$ cat src/rtl/srio_nwr_packer_if.sv
// SRIO IREQ AXI-Stream bus between the NWRITE packer (master) and the srio_gen2 core (slave).
interface srio_nwr_packer_if;
   logic [63:0] tdata;
   logic        tvalid;
   logic        tlast;
   logic [7:0]  tkeep;
   logic [31:0] tuser;
   logic        tready;

   modport master (output tdata, tvalid, tlast, tkeep, tuser, input tready);
   modport slave  (input tdata, tvalid, tlast, tkeep, tuser, output tready);
endinterface

$ cat src/rtl/srio_nwr_packer.sv
// Packs length-tagged user frames into HELLO-format SRIO NWRITE packets,
// splitting frames larger than MAX_BYTES into addressed, TID-tagged segments.
//
// state | meaning
// IDLE  | waiting for a frame request
// HDR   | presenting the HELLO header of the current segment
// DATA  | passing user beats through to IREQ until the segment's last beat
module srio_nwr_packer #(
   parameter logic [33:0] BASE_ADDR = 34'h0_0000_0000,
   parameter int          MAX_BYTES = 256,
   parameter logic [15:0] SRC_ID    = 16'h0001,
   parameter logic [15:0] DEST_ID   = 16'h00FF,
   parameter logic [1:0]  PRIO      = 2'b01
) (
   input  logic              clk_srio,
   input  logic              reset_srio_n,
   input  logic              nwr_req_in,
   input  logic [15:0]       nwr_length_in,
   input  logic [63:0]       user_tdata_in,
   input  logic              user_tvalid_in,
   input  logic [7:0]        user_tkeep_in,
   input  logic              user_tlast_in,
   output logic              user_tready_out,
   output logic              nwr_ack_out,
   output logic              pkt_done_out,
   output logic              len_err_out,
   srio_nwr_packer_if.master ireq
);
   localparam logic [15:0] MAX16 = 16'(MAX_BYTES);

   typedef enum logic [1:0] {IDLE, HDR, DATA} state_t;

   state_t      state;
   logic [7:0]  tid;
   logic [15:0] remaining;
   logic [15:0] beat;
   logic [33:0] addr;
   logic        len_err_q;

   logic [15:0] seg_bytes;
   logic [15:0] seg_beats;
   logic [15:0] rem_next;
   logic [7:0]  size_f;
   logic [63:0] hdr;
   logic        last_beat;
   logic        data_fire;
   logic        seg_end;
   logic        frame_end;
   logic        unused_tkeep;

   // Payload size always comes from the request length, never from tkeep.
   assign unused_tkeep = ^user_tkeep_in;

   always_comb begin
      seg_bytes = (remaining > MAX16) ? MAX16 : remaining;
      seg_beats = (seg_bytes + 16'd7) >> 3;
      rem_next  = remaining - seg_bytes;
      size_f    = 8'(seg_bytes - 16'd1);
      hdr       = {tid, 4'h5, 4'h4, 1'b0, PRIO, 1'b0, size_f, 2'b00, addr};
      last_beat = (beat == seg_beats - 16'd1);
      data_fire = (state == DATA) && user_tvalid_in && ireq.tready;
      seg_end   = data_fire && (last_beat || user_tlast_in);
      frame_end = seg_end && ((rem_next == 16'd0) || user_tlast_in);
   end

   always_comb begin
      ireq.tkeep      = 8'hFF;
      ireq.tuser      = {SRC_ID, DEST_ID};
      ireq.tdata      = 64'd0;
      ireq.tvalid     = 1'b0;
      ireq.tlast      = 1'b0;
      user_tready_out = 1'b0;
      case (state)
         HDR: begin
            ireq.tdata  = hdr;
            ireq.tvalid = 1'b1;
         end
         DATA: begin
            ireq.tdata      = user_tdata_in;
            ireq.tvalid     = user_tvalid_in;
            ireq.tlast      = last_beat || user_tlast_in;
            user_tready_out = ireq.tready;
         end
         default: ;
      endcase
   end

   assign nwr_ack_out  = (state == IDLE) && nwr_req_in;
   assign pkt_done_out = frame_end;
   assign len_err_out  = len_err_q;

   always_ff @(posedge clk_srio or negedge reset_srio_n) begin
      if (!reset_srio_n) begin
         state     <= IDLE;
         tid       <= 8'd0;
         remaining <= 16'd0;
         beat      <= 16'd0;
         addr      <= 34'd0;
         len_err_q <= 1'b0;
      end else begin
         case (state)
            IDLE: begin
               if (nwr_req_in && (nwr_length_in != 16'd0)) begin
                  remaining <= nwr_length_in;
                  addr      <= BASE_ADDR;
                  state     <= HDR;
               end
            end
            HDR: begin
               if (ireq.tready) begin
                  beat  <= 16'd0;
                  state <= DATA;
               end
            end
            DATA: begin
               if (data_fire) begin
                  beat <= beat + 16'd1;
                  if (seg_end) begin
                     tid       <= tid + 8'd1;
                     remaining <= rem_next;
                     addr      <= addr + {18'd0, seg_bytes};
                     if (frame_end) begin
                        state <= IDLE;
                        // A frame that ends anywhere but its computed last beat is short.
                        if (user_tlast_in && !(last_beat && (rem_next == 16'd0)))
                           len_err_q <= 1'b1;
                     end else begin
                        state <= HDR;
                     end
                  end
               end
            end
            default: state <= IDLE;
         endcase
      end
   end
endmodule

$ cat src/flat_wrapper.sv
// flat-port wrapper written by rule: the top's interface ports become plain ports
module srio_nwr_packer_flat 
#(
   parameter logic [33:0] BASE_ADDR = 34'h0_0000_0000,
   parameter int          MAX_BYTES = 256,
   parameter logic [15:0] SRC_ID    = 16'h0001,
   parameter logic [15:0] DEST_ID   = 16'h00FF,
   parameter logic [1:0]  PRIO      = 2'b01
)
  (clk_srio, reset_srio_n, nwr_req_in, nwr_length_in, user_tdata_in, user_tvalid_in, user_tkeep_in, user_tlast_in, user_tready_out, nwr_ack_out, pkt_done_out, len_err_out, ireq_tdata, ireq_tvalid, ireq_tlast, ireq_tkeep, ireq_tuser, ireq_tready);
  srio_nwr_packer_if ireq_i ();
  input  logic clk_srio;
  input  logic reset_srio_n;
  input  logic nwr_req_in;
  input  logic [15:0] nwr_length_in;
  input  logic [63:0] user_tdata_in;
  input  logic user_tvalid_in;
  input  logic [7:0] user_tkeep_in;
  input  logic user_tlast_in;
  output logic user_tready_out;
  output logic nwr_ack_out;
  output logic pkt_done_out;
  output logic len_err_out;
  output wire logic [$bits(ireq_i.tdata)-1:0] ireq_tdata;
  output wire logic [$bits(ireq_i.tvalid)-1:0] ireq_tvalid;
  output wire logic [$bits(ireq_i.tlast)-1:0] ireq_tlast;
  output wire logic [$bits(ireq_i.tkeep)-1:0] ireq_tkeep;
  output wire logic [$bits(ireq_i.tuser)-1:0] ireq_tuser;
  input wire logic [$bits(ireq_i.tready)-1:0] ireq_tready;
  assign ireq_tdata = ireq_i.tdata;
  assign ireq_tvalid = ireq_i.tvalid;
  assign ireq_tlast = ireq_i.tlast;
  assign ireq_tkeep = ireq_i.tkeep;
  assign ireq_tuser = ireq_i.tuser;
  assign ireq_i.tready = ireq_tready;
  srio_nwr_packer #(.BASE_ADDR(BASE_ADDR), .MAX_BYTES(MAX_BYTES), .SRC_ID(SRC_ID), .DEST_ID(DEST_ID), .PRIO(PRIO)) u_core (.clk_srio(clk_srio), .reset_srio_n(reset_srio_n), .nwr_req_in(nwr_req_in), .nwr_length_in(nwr_length_in), .user_tdata_in(user_tdata_in), .user_tvalid_in(user_tvalid_in), .user_tkeep_in(user_tkeep_in), .user_tlast_in(user_tlast_in), .user_tready_out(user_tready_out), .nwr_ack_out(nwr_ack_out), .pkt_done_out(pkt_done_out), .len_err_out(len_err_out), .ireq(ireq_i));
endmodule
$ cat config.mk
export PLATFORM = sky130hd
export DESIGN_NAME = srio_nwr_packer_flat
export DESIGN_NICKNAME = d
export VERILOG_FILES = /design/src/rtl/srio_nwr_packer_if.sv /design/src/rtl/srio_nwr_packer.sv /design/src/flat_wrapper.sv
export SDC_FILE = /design/constraint.sdc
export NUM_CORES = 1
export LEC_CHECK = 0
export CELL_PAD_IN_SITES_DETAIL_PLACEMENT = 0
export CELL_PAD_IN_SITES_GLOBAL_PLACEMENT = 2
export CORE_MARGIN = 1.5
export CORE_UTILIZATION = 40
export DETAILED_ROUTE_END_ITERATION = 10
export DONT_BUFFER_PORTS = 1
export PLACE_DENSITY_LB_ADDON = 0.1
export SETUP_SLACK_MARGIN = 0.15
export SLEW_MARGIN = 10
export SYNTH_ARGS = -nofsm -noshare
export SYNTH_HDL_FRONTEND = slang
export SYNTH_SLANG_ARGS = --single-unit
$ cat constraint.sdc
create_clock -name clk_srio -period 13.41 [get_ports clk_srio]
set_input_delay 0.6705 -clock clk_srio [delete_from_list [all_inputs] [get_ports clk_srio]]
set_output_delay 0.6705 -clock clk_srio [all_outputs]
set_load 0.01 [all_outputs]
After elaboration in Yosys (flattened, before gate mapping)

Cells that the tools add are included.

Register bits after elaboration: 77
Bits in latches: 0
Bits in writable memories: 0
Memory bits (read-only): 0
Bits of input ports: 94
Logic and storage cells: 64
Memories kept: 0

$add $sub $neg: 7
Multiply operators: 0
Divide/modulo/power cells: 0
Magnitude comparators: 1
Eq/ne operators: 7
Shift operators: 0
Multiplexer cells: 22
Bitwise logic cells: 0
Reduce and logical (&&, ||, !) cells: 21

Operators with widths:

| operator                | count |
|---|---|
| $pmux W64 S2            | 1 |
| $mux W34                | 3 |
| $mux W16                | 6 |
| $pmux W34 S2            | 1 |
| $pmux W16 S2            | 2 |
| $add A34 B16 Y34        | 1 |
| $add A16 B1 Y16 const B | 1 |
| $add A16 B3 Y16 const B | 1 |
| $eq A16 B16 Y1          | 1 |
| $gt A16 B9 Y1 const B   | 1 |
| $logic_not A16 Y1       | 1 |
| $reduce_bool A16 Y1     | 1 |
| $sub A16 B16 Y16        | 1 |
| $sub A13 B1 Y14 const B | 1 |
| $add A8 B1 Y8 const B   | 1 |
| $logic_and A1 B1 Y1     | 8 |
| $mux W2                 | 4 |
| $reduce_and A4 Y1       | 2 |
| $sub A8 B1 Y8 const B   | 1 |
| $pmux W2 S3             | 1 |
| $reduce_and A3 Y1       | 2 |
| $reduce_and A5 Y1       | 1 |
| $ne A2 B1 Y1 const B    | 2 |
| $ne A2 B2 Y1 const B    | 2 |
| other kinds (8)         | 12 |

Longest topological paths before layout

Gate-level depths: netlist of the first run.

Depth in word-level cells: 12
Mapped depth: 22

Worst setup path before layout of the first run

Ideal clock, no wire load.

Path kind: register -> output
From: reg u_core.remaining[14]
To: out pkt_done_out
Arrival: 4127 ps
Data required time: 12740 ps
Path slack: 8613 ps
Stages on the path, launching flop included: 19
Path buffers: 1
Cells stage by stage: dfrtp_1 > or4_4 > or3_1 > buf_2 > nor2_2 > nand2_1 > ha_1 > o41ai_2 > nand2_1 > xnor2_1 > nand2_1 > ha_1 > xor2_1 > o31a_1 > nor3_1 > o21ai_0 > a2111oi_4 > nand3_1 > a21oi_1

Longest elaborated chain between the ends: 8
Elaborated cells on any way between the ends: 11
Classes of those cells: add/sub: 3; order compare: 1; eq/ne: 1; mux: 1; reduce/logical: 5

Ends and longest elaborated chain:

| what                    | line                   | RTL |
|---|---|---|
| start, declared         | srio_nwr_packer.sv:35  | `logic [15:0] remaining;` |
| start signal, assigned  | srio_nwr_packer.sv:104 | `remaining <= nwr_length_in;` |
| start signal, assigned  | srio_nwr_packer.sv:120 | `remaining <= rem_next;` |
| $gt A16 B9 Y1           | srio_nwr_packer.sv:55  | `seg_bytes = (remaining > MAX16) ? MAX16 : remaining;` |
| $mux W16                | srio_nwr_packer.sv:55  |  |
| $add A16 B3 Y16         | srio_nwr_packer.sv:56  | `seg_beats = (seg_bytes + 16'd7) >> 3;` |
| $sub A13 B1 Y14         | srio_nwr_packer.sv:60  | `last_beat = (beat == seg_beats - 16'd1);` |
| $eq A16 B16 Y1          | srio_nwr_packer.sv:60  |  |
| $logic_or A1 B1 Y1      | srio_nwr_packer.sv:62  | `seg_end = data_fire && (last_beat \|\| user_tlast_in);` |
| $logic_and A1 B1 Y1     | srio_nwr_packer.sv:62  |  |
| $logic_and A1 B1 Y1 (*) | srio_nwr_packer.sv:63  | `frame_end = seg_end && ((rem_next == 16'd0) \|\| user_tlast_in);` |
| end, declared           | flat_wrapper.sv:22     | `output logic pkt_done_out;` |

Mark *: on every way between the ends. The rest lies on a longest branch, timed or not.

Worst setup path in the final report of the first run

From: reg u_core.remaining[14]
To: reg u_core.addr[18]

Longest elaborated chain between the ends: 9
Elaborated cells on any way between the ends: 13
Classes of those cells: add/sub: 3; order compare: 1; eq/ne: 2; mux: 4; reduce/logical: 3

Ends and longest elaborated chain:

| what                        | line                   | RTL |
|---|---|---|
| $gt A16 B9 Y1               | srio_nwr_packer.sv:55  |  |
| $mux W16 (*)                | srio_nwr_packer.sv:55  |  |
| $add A16 B3 Y16             | srio_nwr_packer.sv:56  |  |
| $sub A13 B1 Y14             | srio_nwr_packer.sv:60  |  |
| $eq A16 B16 Y1              | srio_nwr_packer.sv:60  |  |
| $logic_or A1 B1 Y1          | srio_nwr_packer.sv:62  |  |
| $logic_and A1 B1 Y1         | srio_nwr_packer.sv:62  |  |
| $ne A2 B1 Y1 (no line)      | --                     |  |
| $reduce_and A4 Y1 (no line) | --                     |  |
| end signal, assigned        | srio_nwr_packer.sv:121 | `addr <= addr + {18'd0, seg_bytes};` |
| end, declared               | srio_nwr_packer.sv:37  | `logic [33:0] addr;` |

Mark *: on every way between the ends. The rest lies on a longest branch, timed or not. The select of a mux whose other input is x is not followed.
A chain may end at the register's enable or synchronous reset.

==> results.txt, run 1 <==
Clock Latency Late Sink = 0.35 ns
Clk slew on worst S/H paths = 0.06 ns
Synthesized instance count = 840
Number of synthesized flops with an enable pin = 0
Status = completed
Highest clock rate = 160.5 MHz
Multi-input logic area = 4393 sq um
Hold_ws = 0.01501 ns
Vias in the first global route = 5680
CTS tree = done
Pin count of the biggest net entering global routing = 77
Crit-path max FO = 31
Arrival time at the worst endpoint = 6.47 ns
Syn. warnings = 0
Post-synth cell types = 72
Max-cap violation count = 0
Mapped Area = 6788 sq um
Crit path time final = 6.230 ns
Setup CP Type = reg2reg
Initial Util = 40.93%
DR WL/cell = 18.89 microns
HP Class = in2async
Peak supply drop = 93.98 uV
1st-iter DRT viols = 501
Synth Register Bits = 77
Storage cell area = 1927 sq um
Fin. Hold Viols = 0
PD cells = 170.6 nW/um^2
Synth Flop Type = dfrtp_1
Setup TNS = 0 ns
Layout area overhead = 4.074%
Core Area = 16580 sq um
Syn avg cell area = 8.081 sq um
GR Util All Layers = 21.85%
H-Tree Depth = 3
Gates resized, CTS repair = 0
Drt first pass iters = 4
Final max-slew violation count = 0
Die width = 133.3 microns
Setup crit start kind = flip-flop
Max_slew headroom = 23.53%
LEAKAGE = 0.002901 uW
Placement Rows = 47
Critical Path RT = 13.65 ns
Antenna Cells = 0
Clk sinks = 77
Nets = 927
DP Wirelength = 13920 microns
I/O pin total = 204
Final antenna-violating net count = 0
Final WL = 19500 microns
Antenna violations before repair = 0
Clk buf depth = 2
# hold bufs at CTS = 1
Final setup fails = 0
Asr flop ratio synth = 100.0%
Fraction of layout cells with a size suffix above 1 = 5.542%
Least-Margin Pin Slew = 1.147 ns
Global-route wire length before repair = 30730 microns
Clk_skew = 0.006717 ns
Fin crit share = 46.46%
Post-CTS Setup Bufs = 0
DR vias = 6101
CTS buffer count = 9
Vias/cell = 5.912
RSZ-0062 raised after global routing = no
Die ar. = 17760 sq um
Remaining DRCs = 0
IO buf count = 0
Worst flop-to-flop path startpoint = u_core.remaining[14]
Fill cells = 1721
GPL Wtd Cong = 0.8132
Die height = 133.3 microns
Seq/Total Area, Yosys = 28.39%
Worst setup path start = u_core.remaining[14]
CTS root buf = clkbuf_16
Grt total ovfl = 0
Critical Path End Type = flip-flop
==> placed cells by master, fill, tap and decap left out, drive strengths merged, types with 8 or more instances in the layout <==
cell type	synthesis	routed
or2	8	8
dfrtp	77	77
or4	8	8
nand3	23	23
and2	16	16
clkbuf	47	15
ha	25	25
nand4	13	13
nor3	21	21
nor4	10	10
o31ai	9	9
a22o	22	22
or3	12	12
xor2	19	19
xnor2	24	24
nand2	53	53
a21oi	44	44
o21ai	41	41
nor2b	55	55
a22oi	48	48
o21a	8	8
nor2	58	58
conb	2	48
nand2b	11	11
inv	33	33
and3	8	8
==> synthesized netlist by cell type (23+ instances only) <==
library cell	count	area [sq um]
a21oi_1	44	220.2
a22oi_1	48	360.4
buf_4	40	300.3
clkbuf_1	47	176.4
dfrtp_1	77	1927
ha_1	25	312.8
inv_1	33	123.9
nand2_1	53	198.9
nand3_1	23	115.1
nor2_1	57	214.0
nor2b_1	55	344.1
o21ai_0	40	200.2
xnor2_1	24	210.2
==> kinds of logic after synthesis <==
group | count (synthesis) | share of synthesized area, %
AOI/OAI and AO/OA | 242 | 25.60
xor gates and xnor gates | 43 | 5.548
adders and majority gates | 26 | 4.903
buffers and inverters | 132 | 9.714
DFF | 77 | 28.39
muxes | 11 | 1.751
other | 2 | 0.1106
and+or+nand+nor | 307 | 23.98
==> metrics by stage <==
step	setup slack (ns)	cell area [sq um]	cells	util (%)	total power, uW
2_1_floorplan	8.613	6960	886	-	839.3
3_3_place_gp	7.314	6771	1014	40.83	954.6
3_5_place_dp	7.222	6771	1014	40.83	966.7
4_1_cts	7.212	7054	1031	42.54	1206
5_1_grt	6.811	7064	1032	42.60	1290
6_report	7.180	7064	1032	42.60	1205
==> where the power goes <==
| group | internal [uW] | switching (uW) | leakage (uW) |
|---|---|---|---|
| Clock | 136 | 102 | 0.000134 |
| Combinational | 220 | 393 | 0.00174 |
| Sequential | 273 | 80.2 | 0.00102 |
| Total | 629 | 576 | 0.00290 |
==> metal layers <==
layer	part of all wire, %	global-route usage [%]
met2	47	35.23
met3	4.3	3.349
met5	0	0
met4	1.9	7.367
met1	47	29.92
==> path summary, 6_finish.rpt <==
check | to | slack, ns | depth (start not counted)
max | u_core.addr[18] | 7.18 | 20
max in group asynchronous | u_core.remaining[14] | 12.40 | 1
min reg2reg | u_core.tid[7] | 0.49 | 1
max reg2reg | u_core.addr[18] | 7.18 | 20
min in group clk_srio | u_core.remaining[0] | 0.46 | 2
min | u_core.beat[10] | 0.02 | 0
==> layout make-up <==
class                   count  share of cell area [%]
clock inverters             1                 0.07085
flip-flops and latches     77                   27.28
inverters                  33                   1.753
repair buffers              9                   1.027
multi-input cells         677                   62.19
clock buffers              15                   3.790
well taps                 220                   3.897
==> critical path, cell delays in order, from the launching register on <==
cell       delay (ns)
dfrtp_1          0.41
or4_4            0.58
or3_1            0.52
nor2_2           0.40
nand2_1          0.24
ha_1             0.32
o41ai_2          0.11
nand2_1          0.13
xnor2_1          0.17
nand2_1          0.07
ha_1             0.23
xor2_1           0.19
o31a_1           0.25
nor3_1           0.17
o21ai_0          0.17
a2111oi_4        0.46
a221oi_2         0.12
buf_4            0.28
or2_1            0.49
buf_4            0.37
a221o_1          0.38
==> sequential cells by signal, indices dropped and copies added, names as in the netlist <==
| name | cells |
|---|---|
| u_core.addr | 34 |
| u_core.beat | 16 |
| u_core.len_err_out | 1 |
| u_core.remaining | 16 |
| u_core.state | 2 |
| u_core.tid | 8 |
(Power assumes the default switching activity.)
==> inputs of run 2 (changes only) <==
--- a/config.mk
+++ b/config.mk
@@ -8,7 +8,7 @@
 export CELL_PAD_IN_SITES_DETAIL_PLACEMENT = 0
 export CELL_PAD_IN_SITES_GLOBAL_PLACEMENT = 2
 export CORE_MARGIN = 1.5
-export CORE_UTILIZATION = 40
+export CORE_UTILIZATION = 33
 export DETAILED_ROUTE_END_ITERATION = 10
 export DONT_BUFFER_PORTS = 1
 export PLACE_DENSITY_LB_ADDON = 0.1
==> constraint.sdc (replaced) <==
create_clock -name clk_srio -period 5 [get_ports clk_srio]
set_input_delay 0.25 -clock clk_srio [delete_from_list [all_inputs] [get_ports clk_srio]]
set_output_delay 0.25 -clock clk_srio [all_outputs]
set_load 0.01 [all_outputs]
==> run 2 against run 1 <==
  * First-iteration DRC count increased by 12%
  * Clock power rose to 3.1 times the previous value
  * Utilization decreased by 5.3 points
  * Combinational power grew to 3.2 times the previous value
  * Total power rose to 3.0 times the previous value
  * Hold slack improved by 0.027 ns
==> results.txt, run 2 (synthesis results as in run 1) <==
Nets = 961 (was 927)
DR WL/cell = 19.01 microns (was 18.89 microns)
Pin count of the biggest net entering global routing = 82 (was 77)
Commonest non-fill, non-tap cell in the layout = dfrtp_1 (unchanged)
Layout area overhead = 11.06% (was 4.074%)
Initial Util = 33.55% (was 40.93%)
CTS tree = done (unchanged)
Highest clock rate = 216.7 MHz (was 160.5 MHz)
Setup CP Type = reg2reg (unchanged)
Vias/cell = 5.542 (was 5.912)
Die ar. = 21440 sq um (was 17760 sq um)
CTS buffer count = 9 (unchanged)
Setup crit start kind = flip-flop (unchanged)
I/O pin total = 204 (unchanged)
IO buf count = 0 (unchanged)
Max_slew headroom = 38.96% (was 23.53%)
Largest registers = u_core.addr: 34 flops, u_core.beat: 16 flops, u_core.remaining: 16 flops (unchanged)
Commonest non-fill, non-tap cells in the layout = 77 x dfrtp_1, 57 x nor2_1, 55 x nor2b_1, 52 x nand2_1 (was 77 x dfrtp_1, 57 x nor2_1, 55 x nor2b_1, 53 x nand2_1)
1st-iter DRT viols = 561 (was 501)
DR vias = 6185 (was 6101)
HP Class = in2reg (was in2async)
Crit path time final = 4.615 ns (was 6.230 ns)
PD cells = 473.9 nW/um^2 (was 170.6 nW/um^2)
GR Util All Layers = 19.23% (was 21.85%)
Final antenna-violating net count = 0 (unchanged)
Arrival time at the worst endpoint = 4.85 ns (was 6.47 ns)
DP Wirelength = 15220 microns (was 13920 microns)
Antenna violations before repair = 1 (was 0)
Final Util = 37.26% (was 42.60%)
Fin crit share = 92.29% (was 46.46%)
Status = completed (unchanged)
Clk_skew = 0.008231 ns (was 0.006717 ns)
Clk buf depth = 2 (unchanged)
Clock Latency Late Sink = 0.35 ns (about the same)
Peak supply drop = 233.1 uV (was 93.98 uV)
LEAKAGE = 0.003122 uW (was 0.002901 uW)
Core Area = 20230 sq um (was 16580 sq um)
Final WL = 21220 microns (was 19500 microns)
Grt total ovfl = 0 (unchanged)
Clk sinks = 77 (unchanged)
Antenna Cells = 0 (unchanged)
Fraction of layout cells with a size suffix above 1 = 11.35% (was 5.542%)
Die height = 146.4 microns (was 133.3 microns)
Critical Path RT = 5.23 ns (was 13.65 ns)
Power, Total = 3573 uW (was 1205 uW)
RSZ-0062 raised after global routing = no (unchanged)
Final setup fails = 0 (unchanged)
Setup TNS = 0 ns (unchanged)
Global-route wire length before repair = 32670 microns (was 30730 microns)
Least-Margin Pin Slew = 0.9103 ns (was 1.147 ns)
Max FFs per register = 34 (unchanged)
Max-cap violation count = 0 (unchanged)
Post-layout instance area = 7538 sq um (was 7064 sq um)
Final max-slew violation count = 0 (unchanged)
GPL Wtd Cong = 0.8373 (was 0.8132)
Placed cell area = 7049 sq um (was 6771 sq um)
CTS root buf = clkbuf_16 (unchanged)
Hold_ws = 0.04241 ns (was 0.01501 ns)
Remaining DRCs = 0 (unchanged)
Clk slew on worst S/H paths = 0.07 ns (was 0.06 ns)
Fin. Hold Viols = 0 (unchanged)
H-Tree Depth = 3 (unchanged)
Critical Path End Type = flip-flop (unchanged)
Placement Rows = 52 (was 47)
Vias in the first global route = 5935 (was 5680)
Die width = 146.4 microns (was 133.3 microns)
Drt first pass iters = 5 (was 4)
Crit-path max FO = 16 (was 31)
Top reg by flops = u_core.addr (unchanged)
## run 2: routing by layer
metal	wire length, microns	global-route usage (%)
met1	9824	25.64
met2	10070	32.06
met3	1075	3.562
met4	244	4.798
met5	0	0
## run 2: area by class of cell
type / instances / area (sq um)
Tap cell: 270 / 337.8
Inverter: 33 / 123.9
Fill cell: 2073 / 12700
Timing Repair Buffer: 43 / 382.9
Clock inverter: 7 / 98.84
Sequential cell: 77 / 1927
Multi-Input combinational cell: 677 / 4443
Clock buffer: 9 / 225.2
## run 2: path summary, 6_finish.rpt
check | from | endpoint | slack, ns | cells past startpoint
max | u_core.remaining[12] | u_core.addr[18] | 0.39 | 17
min | nwr_length_in[15] | u_core.remaining[15] | 0.04 | 2
max reg2reg | u_core.remaining[12] | u_core.addr[18] | 0.39 | 17
min reg2reg | u_core.tid[7] | u_core.tid[7] | 0.48 | 1
max in group asynchronous | reset_srio_n | u_core.beat[7] | 4.20 | 2
min in group asynchronous | reset_srio_n | u_core.addr[7] | 0.48 | 2
## run 2: through the flow
stage	setup WS (ns)	cells
floorplan	0.2505	886
global placement	0.2576	1091
detailed placement	0.1291	1091
CTS	0.1235	1110
global route	0.1367	1116
finish	0.3854	1116
## run 2: critical path, stage by stage (launching register included)
cell	delay, ns
dfrtp_1	0.39
or4_4	0.59
or3_4	0.37
nor2_4	0.12
nand2_1	0.09
ha_2	0.20
buf_4	0.14
o41a_1	0.13
a31oi_1	0.18
a21oi_1	0.14
or3_1	0.35
a211o_1	0.31
a2111oi_4	0.40
buf_4	0.17
a221oi_2	0.08
or2_4	0.33
buf_12	0.16
a221o_1	0.34
## run 2: timing repair
action                                  4_1_cts  5_1_grt
gates cloned                                  0        1
hold endpoints to repair                     77        0
hold buffers                                  2        0
pin swaps                                     1       10
buffers inserted                              1        5
gates resized for setup                       0       16
endpoints found under the setup margin        4       51
## run 2: power by group
group / total (uW) / internal, uW / switching [uW]
logic: 1970 / 729 / 1250
registers: 862 / 734 / 128
clock network: 736 / 440 / 296
total: 3570 / 1900 / 1670
==> inputs of run 3 (changes only) <==
--- a/config.mk
+++ b/config.mk
@@ -7,6 +7,7 @@
 export LEC_CHECK = 0
 export CELL_PAD_IN_SITES_DETAIL_PLACEMENT = 0
 export CELL_PAD_IN_SITES_GLOBAL_PLACEMENT = 2
+export CORE_ASPECT_RATIO = 1.4
 export CORE_MARGIN = 1.5
 export CORE_UTILIZATION = 33
 export DETAILED_ROUTE_END_ITERATION = 10
==> run 3 against run 2 <==
  * Sequential share of layout area up 0.10 points
  * Largest cell class unchanged
  * Worst setup slack worse by 0.049 ns
  * Critical endpoint is now pkt_done_out
  * Clock-buffer cell count up 1
  * Via count about the same
  * Largest power group unchanged
  * Non-clock buffer count down 2
  * Maximum frequency down 1.0%
  * Combinational power down 3%
==> results.txt, run 3 (synthesis results as in run 1) <==
Status = completed (unchanged)
H-Tree Depth = 3 (unchanged)
Global-route wire length before repair = 33520 microns (was 32670 microns)
Core Area = 20000 sq um (was 20230 sq um)
Max_slew headroom = 18.39% (was 38.96%)
CTS tree = done (unchanged)
DP Wirelength = 15270 microns (was 15220 microns)
Worst setup path endpoint = pkt_done_out (was u_core.addr[18])
Worst flop-to-flop path startpoint = u_core.remaining[11] (was u_core.remaining[12])
Setup crit start kind = flip-flop (unchanged)
Commonest non-fill, non-tap cell in the layout = dfrtp_1 (unchanged)
I/O pin total = 204 (unchanged)
Least-Margin Pin Slew = 1.217 ns (was 0.9103 ns)
Crit path time final = 4.664 ns (was 4.615 ns)
Highest Signal Layer = met4 (unchanged)
Cells on worst reg2reg path = 18 (was 17)
Met2 WL post-DR = 10900 microns (was 10070 microns)
Max-cap violation count = 0 (unchanged)
Final antenna-violating net count = 0 (unchanged)
Worst setup path start = u_core.remaining[11] (was u_core.remaining[12])
Vias/cell = 5.637 (was 5.542)
Grt total ovfl = 0 (unchanged)
LEAKAGE = 0.003114 uW (was 0.003122 uW)
GPL Wtd Cong = 0.8168 (was 0.8373)
Remaining DRCs = 0 (unchanged)
Setup TNS = 0 ns (unchanged)
R2R setup slack = 0.40 ns (was 0.39 ns)
Peak supply drop = 212.9 uV (was 233.1 uV)
Die width = 124.2 microns (was 146.4 microns)
DR vias = 6184 (was 6185)
Top reg by flops = u_core.addr (unchanged)
Reg-to-Reg End = u_core.addr[31] (was u_core.addr[18])
Placement Rows = 61 (was 52)
Clk_skew = 0.01336 ns (was 0.008231 ns)
DRT met1 WL = 9377 microns (was 9824 microns)
CP max stage cell = or4_4 (unchanged)
Drt first pass iters = 5 (unchanged)
Arrival time at the worst endpoint = 4.41 ns (was 4.85 ns)
Commonest non-fill, non-tap cells in the layout = 77 x dfrtp_1, 57 x nor2_1, 55 x nor2b_1, 51 x nand2_1 (was 77 x dfrtp_1, 57 x nor2_1, 55 x nor2b_1, 52 x nand2_1)
Clk buf depth = 2 (unchanged)
Critical Path RT = 4.75 ns (was 5.23 ns)
Critical Path End Type = output port (was flip-flop)
CTS root buf = clkbuf_16 (unchanged)
Nets = 960 (was 961)
Crit-path max FO = 4 (was 16)
PD cells = 464.7 nW/um^2 (was 473.9 nW/um^2)
Antenna violations before repair = 0 (was 1)
Max FFs per register = 34 (unchanged)
Final WL = 21830 microns (was 21220 microns)
Die height = 172.7 microns (was 146.4 microns)
GR Util All Layers = 19.61% (was 19.23%)
Met3 WL = 1016 microns (was 1075 microns)
Layout area overhead = 10.62% (was 11.06%)
CTS buffer count = 9 (unchanged)
Highest clock rate = 214.4 MHz (was 216.7 MHz)
1st-iter DRT viols = 343 (was 561)
Pin count of the biggest net entering global routing = 78 (was 82)
CP max stage delay = 0.55 ns (was 0.59 ns)
Fin. Hold Viols = 0 (unchanged)
IO buf count = 0 (unchanged)
Clock Latency Late Sink = 0.36 ns (was 0.35 ns)
Setup CP Type = reg2out (was reg2reg)
Largest registers = u_core.addr: 34 flops, u_core.beat: 16 flops, u_core.remaining: 16 flops (unchanged)
Antenna Cells = 0 (unchanged)
Die ar. = 21450 sq um (was 21440 sq um)
HP Class = in2reg (unchanged)
Fraction of layout cells with a size suffix above 1 = 11.24% (was 11.35%)
Hold_ws = 0.05219 ns (was 0.04241 ns)
Clk sinks = 77 (unchanged)
Final setup fails = 0 (unchanged)
Vias in the first global route = 6113 (was 5935)
RSZ-0062 raised after global routing = yes (was no)
Initial Util = 33.94% (was 33.55%)
Critical-path cell list = or4_4 -> or3_4 -> nor2_4 -> nand2_2 -> ha_4 -> o41ai_2 -> nand2_1 -> xnor2_1 -> nand2_1 -> ha_2 -> xor2_1 -> o31a_1 -> nor3_2 -> o21ai_2 -> a2111oi_4 -> buf_4 -> nand3_2 -> a21oi_2 -> buf_4 (was or4_4 -> or3_4 -> nor2_4 -> nand2_1 -> ha_2 -> buf_4 -> o41a_1 -> a31oi_1 -> a21oi_1 -> or3_1 -> a211o_1 -> a2111oi_4 -> buf_4 -> a221oi_2 -> or2_4 -> buf_12 -> a221o_1)
DR WL/cell = 19.90 microns (was 19.01 microns)
Fin crit share = 93.27% (was 92.29%)
Clk slew on worst S/H paths = 0.06 ns (was 0.07 ns)
Final max-slew violation count = 0 (unchanged)
-- run 3: cell types whose count changed in the layout (fill, tap and decap cells not counted), sizes merged --
cell / before / now
a21oi: 44 / 45
buf: 41 / 40
bufinv: 2 / 1
-- run 3: worst min path at each step --
stage	start	endpoint	slack, ns	depth (start not counted)
after floorplan	reset_srio_n	u_core.addr[0]	-0.05	0
after global placement	reset_srio_n	u_core.remaining[0]	-0.04	0
after detailed placement	reset_srio_n	u_core.remaining[7]	-0.04	0
after CTS	nwr_length_in[5]	u_core.remaining[5]	0.04	2
after global routing	nwr_length_in[7]	u_core.remaining[7]	0.06	2
final	nwr_length_in[5]	u_core.remaining[5]	0.05	2
-- run 3: stage by stage --
stage / setup WS [ns] / area [sq um] / util [%] / power (uW) / instances
final: 0.3364 / 7508 / 37.55 / 3490 / 1097
after global routing: 0.04954 / 7508 / 37.55 / 3732 / 1097
after CTS: 0.1292 / 7340 / 36.70 / 3475 / 1087
after detailed placement: 0.0008900 / 6969 / 34.85 / 2727 / 1067
after global placement: 0.1295 / 6969 / 34.85 / 2695 / 1067
after floorplan: 0.2505 / 6960 / - / 2251 / 886
-- run 3: cell type report --
cell class,instances,area (sq um)
fillers,2113,12490
multi-input cells,678,4478
repair buffers,41,354.1
clock buffers,10,239.0
inverters,33,123.9
clock inverters,6,71.32
flip-flops and latches,77,1927
well taps,252,315.3
-- run 3: critical path, delay by kind of cell, from the launching register on --
family / cells / cell delay (ns)
AND/OR/NAND/NOR: 8 / 1.61
AO/OA/AOI/OAI: 5 / 1.01
flip-flops: 1 / 0.38
adder cells (fa/ha/maj): 2 / 0.37
XOR/XNOR: 2 / 0.35
buffers and inverters: 2 / 0.33
-- run 3: what timing repair did --
item                                    in CTS  in global routing
hold buffers                                 2                  0
endpoints found under the setup margin      46                 59
hold endpoints to repair                    77                  0
buffers inserted                             2                  8
pin swaps                                    1                 12
gates resized for setup                      2                 25
cloned                                       0                  2
-- run 3: power by group --
| part | switching, uW | internal [uW] |
|---|---|---|
| Combinational | 1240 | 684 |
| Sequential | 119 | 734 |
| Clock | 307 | 406 |
| Total | 1670 | 1820 |
-- run 3: per-layer routing --
layer	track usage, %	vias up
met4	8.333	0
li1	-	2954
met2	33.75	184
met1	24.53	3012
met3	2.568	34
met5	0	-
